[src/rtl/intlv_pkg.sv]
// rtl/intlv_pkg.sv - shared bank-state encoding, bank ids and counter width helper
package intlv_pkg;

    typedef enum logic [1:0] {
        EMPTY    = 2'd0,
        FILLING  = 2'd1,
        FULL     = 2'd2,
        DRAINING = 2'd3
    } bank_state_e;

    localparam logic BANK_A = 1'b0;
    localparam logic BANK_B = 1'b1;

    // A one-beat block still needs a 1-bit counter to stay legal.
    function automatic int cnt_width(input int n);
        return (n > 1) ? $clog2(n) : 1;
    endfunction

endpackage

[src/rtl/intlv_bank_fsm.sv]
// rtl/intlv_bank_fsm.sv - per-bank EMPTY/FILLING/FULL/DRAINING occupancy state machine
module intlv_bank_fsm
    import intlv_pkg::*;
(
    input  logic        clk,
    input  logic        rst,
    input  logic        wr_hit,
    input  logic        wr_done,
    input  logic        rd_hit,
    input  logic        rd_done,
    output bank_state_e state
);

    bank_state_e state_q;

    // done strobes take priority so one-beat blocks skip the middle state
    always_ff @(posedge clk) begin
        if (rst) begin
            state_q <= EMPTY;
        end else begin
            case (state_q)
                EMPTY: begin
                    if (wr_done)     state_q <= FULL;
                    else if (wr_hit) state_q <= FILLING;
                end
                FILLING: begin
                    if (wr_done) state_q <= FULL;
                end
                FULL: begin
                    if (rd_done)     state_q <= EMPTY;
                    else if (rd_hit) state_q <= DRAINING;
                end
                DRAINING: begin
                    if (rd_done) state_q <= EMPTY;
                end
                default: state_q <= EMPTY;
            endcase
        end
    end

    assign state = state_q;

endmodule

[src/rtl/interleave_bank_sched.sv]
// rtl/interleave_bank_sched.sv - ping-pong bank scheduler; INTLV_SCHED_STATS_EN adds blk/stall/err counters
module interleave_bank_sched
    import intlv_pkg::*;
#(
    parameter int row = 512,
    parameter int col = 32
) (
    input  logic        clk,
    input  logic        rst,
    input  logic        in_beat,
    input  logic        out_beat,
    input  logic        out_last,
    output logic        in_sel,
    output logic        out_sel,
    output logic        in_en,
    output logic        out_en,
    output logic [1:0]  bank_full,
`ifdef INTLV_SCHED_STATS_EN
    output logic [15:0] blk_cnt,
    output logic [15:0] stall_cnt,
    output logic [7:0]  err_cnt,
`endif
    output logic        err
);

    localparam int blk   = row * col;
    localparam int cnt_w = cnt_width(blk);
    localparam logic [cnt_w-1:0] last_idx = cnt_w'(blk - 1);

    logic [cnt_w-1:0] wr_cnt_q, wr_cnt_d;
    logic [cnt_w-1:0] rd_cnt_q, rd_cnt_d;
    logic             in_sel_q, in_sel_d;
    logic             out_sel_q, out_sel_d;
    logic             err_q, err_d;

    bank_state_e st_a, st_b, st_in, st_out;
    logic        wr_hit, wr_done, rd_hit, rd_done;
    logic        in_err, out_err, rd_err;

    assign st_in  = (in_sel_q  == BANK_B) ? st_b : st_a;
    assign st_out = (out_sel_q == BANK_B) ? st_b : st_a;

    // Enables decode registered state only; rst merely holds them low.
    assign in_en  = ~rst & ((st_in  == EMPTY) || (st_in  == FILLING));
    assign out_en = ~rst & ((st_out == FULL)  || (st_out == DRAINING));

    assign wr_hit  = in_beat & in_en;
    assign wr_done = wr_hit & (wr_cnt_q == last_idx);
    assign rd_hit  = out_beat & out_en;
    assign rd_done = rd_hit & out_last;

    assign in_err  = in_beat  & ~in_en;
    assign out_err = out_beat & ~out_en;
    assign rd_err  = rd_hit & (out_last ? (rd_cnt_q != last_idx) : (rd_cnt_q == last_idx));

    always_comb begin
        wr_cnt_d  = wr_cnt_q;
        rd_cnt_d  = rd_cnt_q;
        in_sel_d  = in_sel_q ^ wr_done;
        out_sel_d = out_sel_q ^ rd_done;
        err_d     = err_q | in_err | out_err | rd_err;

        if (wr_done)     wr_cnt_d = '0;
        else if (wr_hit) wr_cnt_d = wr_cnt_q + cnt_w'(1);

        // an overrunning read holds the count rather than wrapping into the next block
        if (rd_done)                              rd_cnt_d = '0;
        else if (rd_hit && rd_cnt_q != last_idx)  rd_cnt_d = rd_cnt_q + cnt_w'(1);
    end

    always_ff @(posedge clk) begin
        if (rst) begin
            wr_cnt_q  <= '0;
            rd_cnt_q  <= '0;
            in_sel_q  <= BANK_A;
            out_sel_q <= BANK_A;
            err_q     <= 1'b0;
        end else begin
            wr_cnt_q  <= wr_cnt_d;
            rd_cnt_q  <= rd_cnt_d;
            in_sel_q  <= in_sel_d;
            out_sel_q <= out_sel_d;
            err_q     <= err_d;
        end
    end

    intlv_bank_fsm u_bank_a (
        .clk     (clk),
        .rst     (rst),
        .wr_hit  (wr_hit  & (in_sel_q  == BANK_A)),
        .wr_done (wr_done & (in_sel_q  == BANK_A)),
        .rd_hit  (rd_hit  & (out_sel_q == BANK_A)),
        .rd_done (rd_done & (out_sel_q == BANK_A)),
        .state   (st_a)
    );

    intlv_bank_fsm u_bank_b (
        .clk     (clk),
        .rst     (rst),
        .wr_hit  (wr_hit  & (in_sel_q  == BANK_B)),
        .wr_done (wr_done & (in_sel_q  == BANK_B)),
        .rd_hit  (rd_hit  & (out_sel_q == BANK_B)),
        .rd_done (rd_done & (out_sel_q == BANK_B)),
        .state   (st_b)
    );

    assign in_sel    = in_sel_q;
    assign out_sel   = out_sel_q;
    assign err       = err_q;
    assign bank_full = {st_b == FULL, st_a == FULL};

`ifdef INTLV_SCHED_STATS_EN
    logic [15:0] blk_cnt_q, blk_cnt_d;
    logic [15:0] stall_cnt_q, stall_cnt_d;
    logic [7:0]  err_cnt_q, err_cnt_d;
    logic [1:0]  err_evt;
    logic [8:0]  err_sum;

    // in-side and out-side errors can land in the same cycle and count separately
    assign err_evt = {1'b0, in_err} + {1'b0, out_err} + {1'b0, rd_err};
    assign err_sum = {1'b0, err_cnt_q} + {7'd0, err_evt};

    always_comb begin
        blk_cnt_d   = blk_cnt_q + (rd_done ? 16'd1 : 16'd0);
        stall_cnt_d = stall_cnt_q;
        if (!in_en && stall_cnt_q != 16'hFFFF) stall_cnt_d = stall_cnt_q + 16'd1;
        err_cnt_d   = err_sum[8] ? 8'hFF : err_sum[7:0];
    end

    always_ff @(posedge clk) begin
        if (rst) begin
            blk_cnt_q   <= '0;
            stall_cnt_q <= '0;
            err_cnt_q   <= '0;
        end else begin
            blk_cnt_q   <= blk_cnt_d;
            stall_cnt_q <= stall_cnt_d;
            err_cnt_q   <= err_cnt_d;
        end
    end

    assign blk_cnt   = blk_cnt_q;
    assign stall_cnt = stall_cnt_q;
    assign err_cnt   = err_cnt_q;
`endif

endmodule

[config.mk]
export PLATFORM = sky130hd
export DESIGN_NAME = interleave_bank_sched
export DESIGN_NICKNAME = d
export VERILOG_FILES = /design/src/rtl/intlv_pkg.sv /design/src/rtl/intlv_bank_fsm.sv /design/src/rtl/interleave_bank_sched.sv
export SDC_FILE = /design/constraint.sdc
export NUM_CORES = 1
export LEC_CHECK = 0
export CORE_UTILIZATION = 63
export DETAILED_ROUTE_END_ITERATION = 10
export GPL_ROUTABILITY_DRIVEN = 0
export PLACE_DENSITY = 0.95
export SETUP_SLACK_MARGIN = 0.2
export SLEW_MARGIN = 10
export SYNTH_ARGS = -nofsm -noshare
export SYNTH_HDL_FRONTEND = slang
export SYNTH_HIERARCHICAL = 1
export SYNTH_SLANG_ARGS = --single-unit
[constraint.sdc]
create_clock -name clk -period 2.8 [get_ports clk]
set_clock_uncertainty 0.1 [all_clocks]
set_input_delay 0.42 -clock clk [delete_from_list [all_inputs] [get_ports clk]]
set_output_delay 0.42 -clock clk [all_outputs]
set_load 0.02 [all_outputs]
=== After elaboration in Yosys (flattened, before gate mapping) ===
Index checks and enable logic that the tools add are counted.

* Bits in registers: 35
* Latch bits: 0
* RAM bits: 0
* Memory bits (read-only): 0
* Output and inout bits: 7
* Logic and storage cells: 83
* Memories: 0

* Add/subtract/negate cells: 2
* Multiply operators: 0
* Div/mod/pow operators: 0
* Magnitude comparators: 0
* Equal/unequal tests: 20
* Shift-type cells: 0
* Muxes and demuxes: 17
* Bitwise operators: 27
* Reductions and logical operators: 10

{| class="wikitable"
|+ Operators with widths
! cell !! number
|-
| 14-bit by 1-bit adder with 14-bit output, second input constant || 2
|-
| 14-bit == test, second input constant || 2
|-
| 2-bit 2-to-1 mux || 14
|-
| 1-bit AND || 17
|-
| 2-bit case mux with 4 select lines || 2
|-
| 14-bit inequality test, second input constant || 1
|-
| 2-bit == test, second input constant || 6
|-
| 3-bit by 1-bit inequality test with 1-bit output, second input constant || 4
|-
| 2-bit by 1-bit inequality test with 1-bit output, second input constant || 4
|-
| 4-bit AND reduction || 2
|-
| 2-bit by 1-bit == test with 1-bit output, second input constant || 3
|-
| 2-bit zero test || 3
|-
| 1-bit NOT || 5
|-
| 2-bit OR reduction || 2
|-
| 1-bit OR || 3
|-
| 1-bit logical OR || 2
|-
| 1-bit XOR || 2
|-
| 1-bit logical AND || 1
|-
| 1-bit 2-to-1 mux || 1
|}

=== Logic depth before layout (Yosys ltp) ===
Gate-level depths: netlist of run 1.

* Depth in word-level cells: 9
* Mapped depth: 8
* Gate-level depth less buffers: 8

=== Modules after synthesis ===
The synthesis of run 1 kept the hierarchy.

{| class="wikitable"
|+ By module, submodules not included
! module !! times used !! cells each !! area each (um^2) !! sequential area each (um^2)
|-
| interleave_bank_sched || 1 || 200 || 1,747.9 || 620.6
|-
| intlv_bank_fsm || 2 || 8 || 72.6 || 40.0
|}

=== Worst setup path after synthesis of run 1 ===
OpenSTA, ideal clock, no wires.

* Path kind: reg-to-reg
* From: reg in_sel_q (netlist: in_sel)
* To: reg u_bank_a.state_q[0] (netlist: u_bank_a/state[0])
* Data arrival time: 1,685 ps
* Data required time: 2,578 ps
* Path slack: 893 ps
* Stages on the path, launching flop included: 8
* Period minus slack after synthesis: 1,907 ps
* Cells stage by stage: dfxtp_1 > mux2i_2 > nand2_1 > or3_1 > nor2_1 > nor2_1 > o21ai_0 > a21oi_1

* Word-level cells in the longest chain between the ends: 9
* Elaborated cells on any way between the ends: 15
* Classes of those cells: eq/ne: 3; mux: 3; bitwise: 6; reduce/logical: 3

{| class="wikitable"
|+ RTL lines
! element !! RTL line !! source
|-
| from (decl) || interleave_bank_sched.sv:32 || <nowiki>logic in_sel_q, in_sel_d;</nowiki>
|-
| from (signal assigned) || interleave_bank_sched.sv:81 || <nowiki>in_sel_q <= in_sel_d;</nowiki>
|-
| 2-bit 2-to-1 mux || interleave_bank_sched.sv:40 || <nowiki>assign st_in = (in_sel_q == BANK_B) ? st_b : st_a;</nowiki>
|-
| 2-bit by 1-bit == test with 1-bit output / 2-bit zero test (equally long branches) || interleave_bank_sched.sv:44 || <nowiki>assign in_en = ~rst & ((st_in == EMPTY) || (st_in == FILLING));</nowiki>
|-
| 1-bit logical OR || interleave_bank_sched.sv:44 ||
|-
| 1-bit AND || interleave_bank_sched.sv:44 ||
|-
| 1-bit AND || interleave_bank_sched.sv:47 || <nowiki>assign wr_hit = in_beat & in_en;</nowiki>
|-
| 1-bit AND || interleave_bank_sched.sv:48 || <nowiki>assign wr_done = wr_hit & (wr_cnt_q == last_idx);</nowiki>
|-
| 1-bit AND || interleave_bank_sched.sv:91 || <nowiki>.wr_done (wr_done & (in_sel_q == BANK_A)),</nowiki>
|-
| 3-bit by 1-bit inequality test with 1-bit output (no source line) (tied with other cells) || - ||
|-
| 4-bit AND reduction (no source line) / 2-bit case mux with 4 select lines (equally long branches) || - ||
|-
| to (signal assigned) || intlv_bank_fsm.sv:31 || <nowiki>else if (rd_hit) state_q <= DRAINING;</nowiki>
|-
| to (signal assigned) || intlv_bank_fsm.sv:34 || <nowiki>if (rd_done) state_q <= EMPTY;</nowiki>
|-
| to (signal assigned) || intlv_bank_fsm.sv:36 || <nowiki>default: state_q <= EMPTY;</nowiki>
|-
| to (decl) || intlv_bank_fsm.sv:14 || <nowiki>bank_state_e state_q;</nowiki>
|}

Several ways; a longest one is shown, not always the timed one.
A chain may end at the register's enable or synchronous reset.

=== Worst setup path in the final report of run 1 ===
* From: reg in_sel_q (netlist: in_sel)
* To: out in_en

* Word-level cells in the longest chain between the ends: 4
* Elaborated cells on any way between the ends: 5
* Classes of those cells: eq/ne: 1; mux: 1; bitwise: 1; reduce/logical: 2

{| class="wikitable"
|+ RTL lines
! element !! RTL line !! source
|-
| 2-bit 2-to-1 mux (*) || interleave_bank_sched.sv:40 ||
|-
| 2-bit by 1-bit == test with 1-bit output / 2-bit zero test (equally long branches) || interleave_bank_sched.sv:44 ||
|-
| 1-bit logical OR (*) || interleave_bank_sched.sv:44 ||
|-
| 1-bit AND (*) || interleave_bank_sched.sv:44 ||
|-
| to (decl) || interleave_bank_sched.sv:15 || <nowiki>output logic in_en,</nowiki>
|}

Every way passes the cells marked *; elsewhere a longest branch is shown, timed or not.

==> reports/metrics.yaml, run 1 <==
worst_setup_path:
  critical_path_required_ns: 2.28
  crit_fanout: 8
  worst_r2r_path_depth: 5
  timing.critical_path.to: "in_en"
  crit_path_start: "in_sel$_SDFF_PP0_"
  crit_type: "reg -> out"
  r2r_start: "rd_cnt_q[0]$_SDFFE_PP0P_"
  setup.reg_to_reg.worst_slack_ns: 0.63
  endpoint_kind: "output pin"
  critical_path_arrival_ns: 1.94
  setup.worst_path.start_class: "register"
  crit-reg2reg-capture: "err$_SDFF_PP0_"
timing:
  grt_setup_unrepaired: "false"
  worst_slew_margin_rel_pct: 49.2
  final-max-slew-violation-count: 0
  tightestPinTransition_ns: 0.757
  share_of_the_cycle_needed_by_the_critical_path_after_routing_pct: 88.0
  finalWorstPathRequiredPeriod_ns: 2.46
  timing.setup.tns_ns: 0
  hold_ws_ns: 0.389
  setup_violations: 0
  max_freq_mhz: 406
  report.final.hold_viol_count: 0
synthesis:
  ys_seq_elements: 35
  mappedNetlistNets: 225
  ys_dominant_reg_cell: "dfxtp_1"
  syn-mean-instance-area_um2: 8.76
  synth.area.top_cells: "dfxtp_1 (37%), a21oi_1 (4.5%), nor2_1 (3.6%)"
  number_of_synthesized_flops_with_an_enable_pin: 0
  synthesis.yosys.warnings: 6
  number_of_distinct_standard_cells_referenced_by_the_synthesized_netlist: 50
  yosys-top-cells-count: "dfxtp_1 (35), nor2_1 (18), a21oi_1 (17), nand2_1 (17)"
  syn_inst: 216
  synth_async_sr_flop_share_pct: 0
  synth_seq_area_share_pct: 37.0
  yosys.area.top_type_share_pct: 37.0
  mappedNetlistArea_mm2: 0.00189
  synth.most_common_cell: "dfxtp_1"
  synth_largest_area_cell: "dfxtp_1"
clock_network:
  insertion_delay_ns: 0.36
  tritoncts.num_buffers: 5
  cts_hold_buffers: 0
  tritoncts: "built"
  cts-htree-levels: 2
  clkTransAtPathRegs_ns: 0.09
  maximum_buffer_depth_of_the_clock_tree: 2
  root_buffer: "clkbuf_4"
  cts.sinks: 35
  cts-resized-gates: 0
  post_cts.repair.setup_buffers: 0
finish:
  fill_cells: 200
  final_layout_size_suffix_gt1_share_pct: 10.4
  final_nets: 240
  syn_to_final_growth_pct: 9.58
  num_antenna_cells: 0
  utilization_pct: 74.0
floorplanning:
  die_area_mm2: 0.00323
  floorplan.rows: 19
  start_util_pct: 67.5
  die_x_um: 56.8
  core_region_area_mm2: 0.00281
  vertical_die_dimension_um: 56.8
  io_pins: 12
grt:
  gr-usage-all-layers_pct: 26.3
  use_met1_pct: 34.7
  antenna_found_initial: 0
  grt_overflow_total: 0
  vias_in_the_first_global_route: 1500
  grt_use_met3_pct: 6.68
  grt-busiest-layer: "met2"
  grt_start_max_net_pins: 20
  globalRouteMet2Util_pct: 36.7
  global_route_wire_length_before_repair_um: 6350
min_path:
  min-delay-path-class: "reg -> reg"
placement:
  port_buffers: 11
  place_hpwl_um: 2620
routing:
  drt-initial-drc-count: 78
  routedWlPerCell_um: 14.0
  route.detailed.vias_per_inst: 6.39
  ant_nets: 0
  route.vias.total: 1675
  wl_um: 3680
  drc: 2
  drt-pass1-iter-count: 7
status:
  outcome: "complete, but fails checks"
  violations_in_the_final_reports: "design-rule violations"
power:
  ir_worst_vdd_mv: 0.269
  cellLeakagePower_nw: 0.692
  power_per_cell_area_mw_per_mm2: 403
flow_run:
  cap_violations: 0
==> state kept, by name, summed over array words and instances (netlist names) <==
register and cells:
out_sel 1, u_bank_b/state 2, wr_cnt_q 14, u_bank_a/state 2, rd_cnt_q 14, err 1
in_sel 1
==> worst min-delay path by stage <==
| stage | to | cells after the start | from |
|---|---|---|---|
| finish | wr_cnt_q[12]$_SDFFE_PP0P_ | 2 | wr_cnt_q[12]$_SDFFE_PP0P_ |
| global placement | wr_cnt_q[12]$_SDFFE_PP0P_ | 2 | wr_cnt_q[12]$_SDFFE_PP0P_ |
| CTS | wr_cnt_q[12]$_SDFFE_PP0P_ | 2 | wr_cnt_q[12]$_SDFFE_PP0P_ |
| floorplan | wr_cnt_q[12]$_SDFFE_PP0P_ | 2 | wr_cnt_q[12]$_SDFFE_PP0P_ |
| detailed placement | wr_cnt_q[12]$_SDFFE_PP0P_ | 2 | wr_cnt_q[12]$_SDFFE_PP0P_ |
| global route | rd_cnt_q[7]$_SDFFE_PP0P_ | 2 | rd_cnt_q[7]$_SDFFE_PP0P_ |
==> cell families after synthesis <==
group | share of synthesized area (%)
AND/OR/NAND/NOR | 33.9
AO/OA/AOI/OAI | 14.3
flip-flops | 37.0
buffers and inverters | 3.63
XOR/XNOR | 3.70
multiplexers | 4.76
adder cells (fa/ha/maj) | 2.64
==> cells in the final DEF, fill, tap and decap left out, types with 5 or more instances in the layout <==
master	n
o21ai_0	7
clkdlybuf4s50_1	11
nand4_1	5
mux2i_1	5
or4_1	9
o31ai_1	9
dfxtp_1	35
clkbuf_4	5
nand2_1	17
nand2b_1	5
a21oi_1	17
inv_1	5
nor2_1	18
nand3_1	7
or3_1	6
==> metrics by stage <==
| stage | setup slack (ns) | area (µm²) | power (W) | cells |
|---|---|---|---|---|
| 6_report | 0.336 | 2070 | 0.000836 | 262 |
| 5_1_grt | 0.254 | 2070 | 0.000873 | 262 |
| 4_1_cts | 0.310 | 2070 | 0.000846 | 262 |
| 3_5_place_dp | 0.378 | 2020 | 0.000564 | 255 |
| 3_3_place_gp | 0.382 | 2020 | 0.000563 | 255 |
| 2_1_floorplan | 0.893 | 1890 | 0.000543 | 216 |
==> report_power, final <==
part	total (W)	switching (W)	internal (W)
sequential	0.000507	0.00000433	0.000503
combinational	0.0000461	0.0000260	0.0000201
clock	0.000283	0.000167	0.000116
total	0.000836	0.000197	0.000639
==> critical path, cell delays in order, from the launching register on <==
cell	delay (ns)
dfxtp_1	0.50
mux2_4	0.37
nor2_1	0.11
clkdlybuf4s50_1	0.61
==> routing by layer <==
metal,vias up,routed length (µm)
li1,833,-
met1,796,1720
met2,40,1660
met3,6,241
met4,0,59
met5,-,0
==> layout make-up <==
type                            instances  area [µm²]  share of cell area (%)
Multi-Input combinational cell        169        1120                    54.2
Sequential cell                        35         701                    33.8
Timing Repair Buffer                   14         133                    6.39
Clock buffer                            6        51.3                    2.47
Tap cell                               31        38.8                    1.87
Inverter                                6        22.5                    1.09
Clock inverter                          1        5.00                   0.241
Power figures use the tool's default switching activity.
==> inputs of run 2 (changes only) <==
--- a/config.mk
+++ b/config.mk
@@ -8,7 +8,7 @@
 export CORE_UTILIZATION = 63
 export DETAILED_ROUTE_END_ITERATION = 10
 export GPL_ROUTABILITY_DRIVEN = 0
-export PLACE_DENSITY = 0.95
+export PLACE_DENSITY = 0.88
 export SETUP_SLACK_MARGIN = 0.2
 export SLEW_MARGIN = 10
 export SYNTH_ARGS = -nofsm -noshare
==> reports/metrics.yaml, run 2 (synthesis results as in run 1) <==
status:
  outcome: "complete, but fails checks"
  violations_in_the_final_reports: "design-rule violations"
routing:
  drt-pass1-iter-count: 8
  routedWlPerCell_um: 15.6
  drc: 5
  wl_um: 4080
  route.detailed.vias_per_inst: 6.38
  ant_nets: 0
  route.vias.total: 1666
  drt-initial-drc-count: 115
worst_setup_path:
  slowest_stage_cell_on_the_critical_path: "clkdlybuf4s50_1"
  crit_type: "reg -> out"
  critical_path_required_ns: 2.28
  setup.worst_path.start_class: "register"
  endpoint_kind: "output pin"
  crit_fanout: 8
  critPathBufInv: 1
  crit_path_cell_trace: "mux2_4, nor2_1, clkdlybuf4s50_1"
  critical_path_arrival_ns: 1.93
  slowest_delay_ns: 0.61
  path_delay_family: "buffers and inverters"
finish:
  leading_cell_types_in_the_layout_fill_and_taps_excluded: "dfxtp_1 (35), nor2_1 (18), nand2_1 (17), a21oi_1 (17), clkdlybuf4s50_1 (11)"
  final_nets: 239
  layout_top_registers: "rd_cnt_q (14), wr_cnt_q (14)"
  mostFrequentLayoutCell: "dfxtp_1"
  final_layout_size_suffix_gt1_share_pct: 10.0
  num_antenna_cells: 0
  syn_to_final_growth_pct: 9.19
timing:
  worst_slew_margin_rel_pct: 47.5
  final-max-slew-violation-count: 0
  setup_ws_ns: 0.349
  timing.setup.tns_ns: 0
  max_freq_mhz: 408
  tightestPinTransition_ns: 0.782
  setup_violations: 0
  grt_setup_unrepaired: "false"
  report.final.hold_viol_count: 0
  finalWorstPathRequiredPeriod_ns: 2.45
  share_of_the_cycle_needed_by_the_critical_path_after_routing_pct: 87.5
  hold_ws_ns: 0.395
clock_network:
  post_cts.repair.setup_buffers: 0
  cts-htree-levels: 2
  cts_hold_buffers: 0
  insertion_delay_ns: 0.34
  clkTransAtPathRegs_ns: 0.11
  cts-resized-gates: 0
  tritoncts: "built"
  tritoncts.num_buffers: 5
  cts.sinks: 35
  root_buffer: "clkbuf_4"
  maximum_buffer_depth_of_the_clock_tree: 2
grt:
  grt_overflow_total: 0
  gr-usage-all-layers_pct: 27.6
  antenna_found_initial: 0
  vias_in_the_first_global_route: 1575
  global_route_wire_length_before_repair_um: 6900
  grt_start_max_net_pins: 20
floorplanning:
  core_region_area_mm2: 0.00281
  die_area_mm2: 0.00323
  die_x_um: 56.8
  vertical_die_dimension_um: 56.8
  io_pins: 12
  floorplan.rows: 19
  start_util_pct: 67.5
power:
  cellLeakagePower_nw: 0.687
  ir_worst_vdd_mv: 0.317
  power_per_cell_area_mw_per_mm2: 405
placement:
  place_worst_setup_slack_ns: 0.367
  port_buffers: 11
  place_hpwl_um: 2900
min_path:
  min-delay-path-class: "reg -> reg"
flow_run:
  cap_violations: 0
[run 2: cell types whose count changed in the layout (fill, tap and decap cells not counted), sizes merged]
cell,before,now
buf,3,2
[run 2: area by class of cell]
type / count / area [µm²]
clock buffers: 6 / 51.3
well taps: 31 / 38.8
repair buffers: 13 / 125
multi-input cells: 169 / 1120
clock inverters: 1 / 5.00
inverters: 6 / 22.5
fillers: 207 / 738
flip-flops and latches: 35 / 701
[run 2: power breakdown]
part           internal (W)  switching, W
Sequential         0.000503    0.00000462
Clock              0.000116      0.000167
Combinational     0.0000193     0.0000259
[run 2: metrics by stage]
step | total power (W) | util, % | area (µm²) | cells
4_1_cts | 0.000840 | 73.7 | 2070 | 261
6_report | 0.000837 | 73.7 | 2070 | 261
3_5_place_dp | 0.000564 | 71.7 | 2010 | 254
2_1_floorplan | 0.000543 | - | 1890 | 216
5_1_grt | 0.000864 | 73.7 | 2070 | 261
3_3_place_gp | 0.000561 | 71.7 | 2010 | 254
[run 2: worst paths after layout]
check                                               from                         to  slack (ns)  cells after the start
worst max-delay path                   in_sel$_SDFF_PP0_                      in_en        0.35                      3
worst min-delay path            rd_cnt_q[7]$_SDFFE_PP0P_   rd_cnt_q[7]$_SDFFE_PP0P_        0.39                      2
worst max register to register         in_sel$_SDFF_PP0_  wr_cnt_q[11]$_SDFFE_PP0P_        0.52                      4
worst min register to register  rd_cnt_q[7]$_SDFFE_PP0P_   rd_cnt_q[7]$_SDFFE_PP0P_        0.39                      2
[run 2: routing by layer]
layer,global-route usage (%),routed length (µm)
met3,4.84,108
met5,0,0
met1,35.0,1890
met4,12.9,89
met2,45.4,1980
[run 2: tightest hold or removal path, delay by kind of cell (launching register included)]
family | cells | cell delay, ns
DFF | 1 | 0.34
muxes | 1 | 0.05
and+or+nand+nor | 1 | 0.06
==> patch, RTL diff (config.mk and constraints of run 1) <==
Put one more register stage on the output `err`, cleared by the reset. The value now appears one clock later. The other outputs are not delayed to match.
--- a/src/rtl/interleave_bank_sched.sv
+++ b/src/rtl/interleave_bank_sched.sv
@@ -108,3 +108,9 @@
     assign out_sel   = out_sel_q;
-    assign err       = err_q;
+    always_ff @(posedge clk) begin
+        if (rst) begin
+            err <= '0;
+        end else begin
+            err <= err_q;
+        end
+    end
     assign bank_full = {st_b == FULL, st_a == FULL};
Check against the original RTL: not equivalent (a bounded check fails within 4 cycles, from zero or initial values and one cycle with rst high).
==> patch against run 1 <==
- the run still ends with DRC left
- setup slack improved by 18 ps
- sequential power increased by 3%
- non-clock buffer count decreased by 1
- cell area increased by 2.1%
- synthesized cell count increased by 0.93%
- area after synthesis increased by 1.4%
- sequential cell count increased by 1
- total power increased by 13%
- wire length increased by 6.4%
- critical endpoint unchanged
==> patch: results (changes against run 1) <==
vias in the first global route: 1576 (was 1500)
Async SR Flop Fraction: 0 (unchanged)
final-layout fill cell count: 205 (was 200)
layout cells sized above 1: 0.103 (was 0.104)
WL/cell: 14.8 um (was 14.0 um)
dpl ws: 380 ps (was 378 ps)
drt pass-1 iters: 7 (unchanged)
Detail Placement HPWL: 2.70 mm (was 2.62 mm)
worst r2r src: in_sel (was rd_cnt_q[0])
largest cells by area after synthesis: dfxtp_1, a21oi_1, nor2_1, o31ai_1, or4_1 (unchanged)
wirelength, routed: 3.91 mm (was 3.68 mm)
final net count: 241 (was 240)
Synth Area in Compound Gates: 0.141 (was 0.143)
leakage: 0.000704 uW (was 0.000692 uW)
CTS buffer count: 5 (unchanged)
max incr delay on CP: 600 ps
Post-CTS Setup Inserts: 0 (unchanged)
critical path arrival: 1930 ps
CP delay by family, top: buffers and inverters (unchanged)
first-pass GRT wire length: 6.80 mm (was 6.35 mm)
adder-cell share of the synthesized area: 0.0261 (was 0.0264)
r2r worst-path depth: 4 (was 5)
# diodes: 0 (unchanged)
clock-pin slew on the worst setup and hold paths: 110 ps (was 90 ps)
Hold WS: 389 ps (about the same)
DRC: 2 (unchanged)
Inst Count DP: 256 (was 255)
Max clock buf depth: 2 (unchanged)
htree depth: 2 (unchanged)
vias per cell: 6.33 (was 6.39)
failing checks: DRC (unchanged)
synth unique cells: 50 (unchanged)
post_cts resized: 0 (unchanged)
1st-iter DRT viols: 96 (was 78)
HP Start: wr_cnt_q[12] (unchanged)
Synth top cells by count: dfxtp_1, nor2_1, a21oi_1, nand2_1 (unchanged)
Worst VDD drop: 0.386 mV (was 0.269 mV)
Syn Inst Count: 218 (was 216)
Syn Nets: 227 (was 225)
DP Area: 2040 um2 (was 2020 um2)
reg2reg end: wr_cnt_q[9] (was err)
depth of the worst hold-timing path: 2 (unchanged)
post-route cell area: 2120 um2 (was 2070 um2)
sequential area share after synthesis: 0.375 (was 0.370)
status: finished with violations (unchanged)
post-synthesis mux area share: 0.0469 (was 0.0476)
initial antenna violation count: 0 (unchanged)
Yosys top cell area share: 0.375 (was 0.370)
r2r setup slk: 590 ps (was 630 ps)
Min-Delay Endpoint: wr_cnt_q[12] (unchanged)
hold crit path type: reg2reg (unchanged)
internal power: 724 uW (was 639 uW)
PortBufs: 11 (unchanged)
Slowest-stage cell, CP: clkdlybuf4s50_1 (unchanged)
total track usage: 0.268 (was 0.263)
relative slew slack: 0.466 (was 0.492)
Clock Latency Late Sink: 370 ps
Synth Area in XOR/XNOR: 0.0365 (was 0.0370)
-- patch: changes by cell type in the layout (fill, tap and decap cells not counted), sizes merged --
cell	change
nor2b	+1
clkbuf	-1
clkinvlp	+1
buf	-1
bufinv	+1
dfxtp	+1
-- patch: cell families (layout without fill, tap and decap cells) --
kind of cell / Yosys count / count (layout)
simple gates: 105 / 105
compound gates: 45 / 45
flops: 36 / 36
buf+inv: 12 / 27
xor+xnor: 8 / 8
mux: 8 / 8
fa+ha+maj: 4 / 4
-- patch: cell type report --
class	instances	share of cell area
Clock buffer	5	0.0177
Clock inverter	3	0.0201
Inverter	6	0.0106
Multi-Input combinational cell	170	0.534
Sequential cell	36	0.340
Tap cell	31	0.0183
Timing Repair Buffer	13	0.0591
-- patch: how the worst max path moves through the flow --
| stage | slack, ps | from | to |
|---|---|---|---|
| 6_report | 350 | in_sel | in_en |
| 5_1_grt | 290 | in_sel | in_en |
| 4_1_cts | 340 | in_sel | in_en |
| 3_5_place_dp | 380 | rst | u_bank_a/state[0] |
| 3_3_place_gp | 420 | rst | out_en |
| 2_1_floorplan | 890 | in_sel | u_bank_a/state[0] |
-- patch: metal layers --
metal,up-vias,global-route usage,part of all wire
met5,-,0,0
met4,0,0.132,0.019
li1,835,-,-
met1,786,0.322,0.47
met2,38,0.435,0.47
met3,11,0.0839,0.038
-- patch: power by group through the flow --
stage / clock network, uW / logic (uW) / registers [uW]
floorplan: 0 / 24.5 / 534
global placement: 0 / 42.5 / 534
detailed placement: 0 / 44.2 / 534
CTS: 378 / 44.6 / 523
global route: 400 / 50.2 / 524
finish: 374 / 45.0 / 523
-- patch: tightest hold or removal path: cells and delay by family (launching register included) --
| kind | cells | cell delay (ps) |
|---|---|---|
| DFF | 1 | 340 |
| AOI/OAI and AO/OA | 2 | 120 |
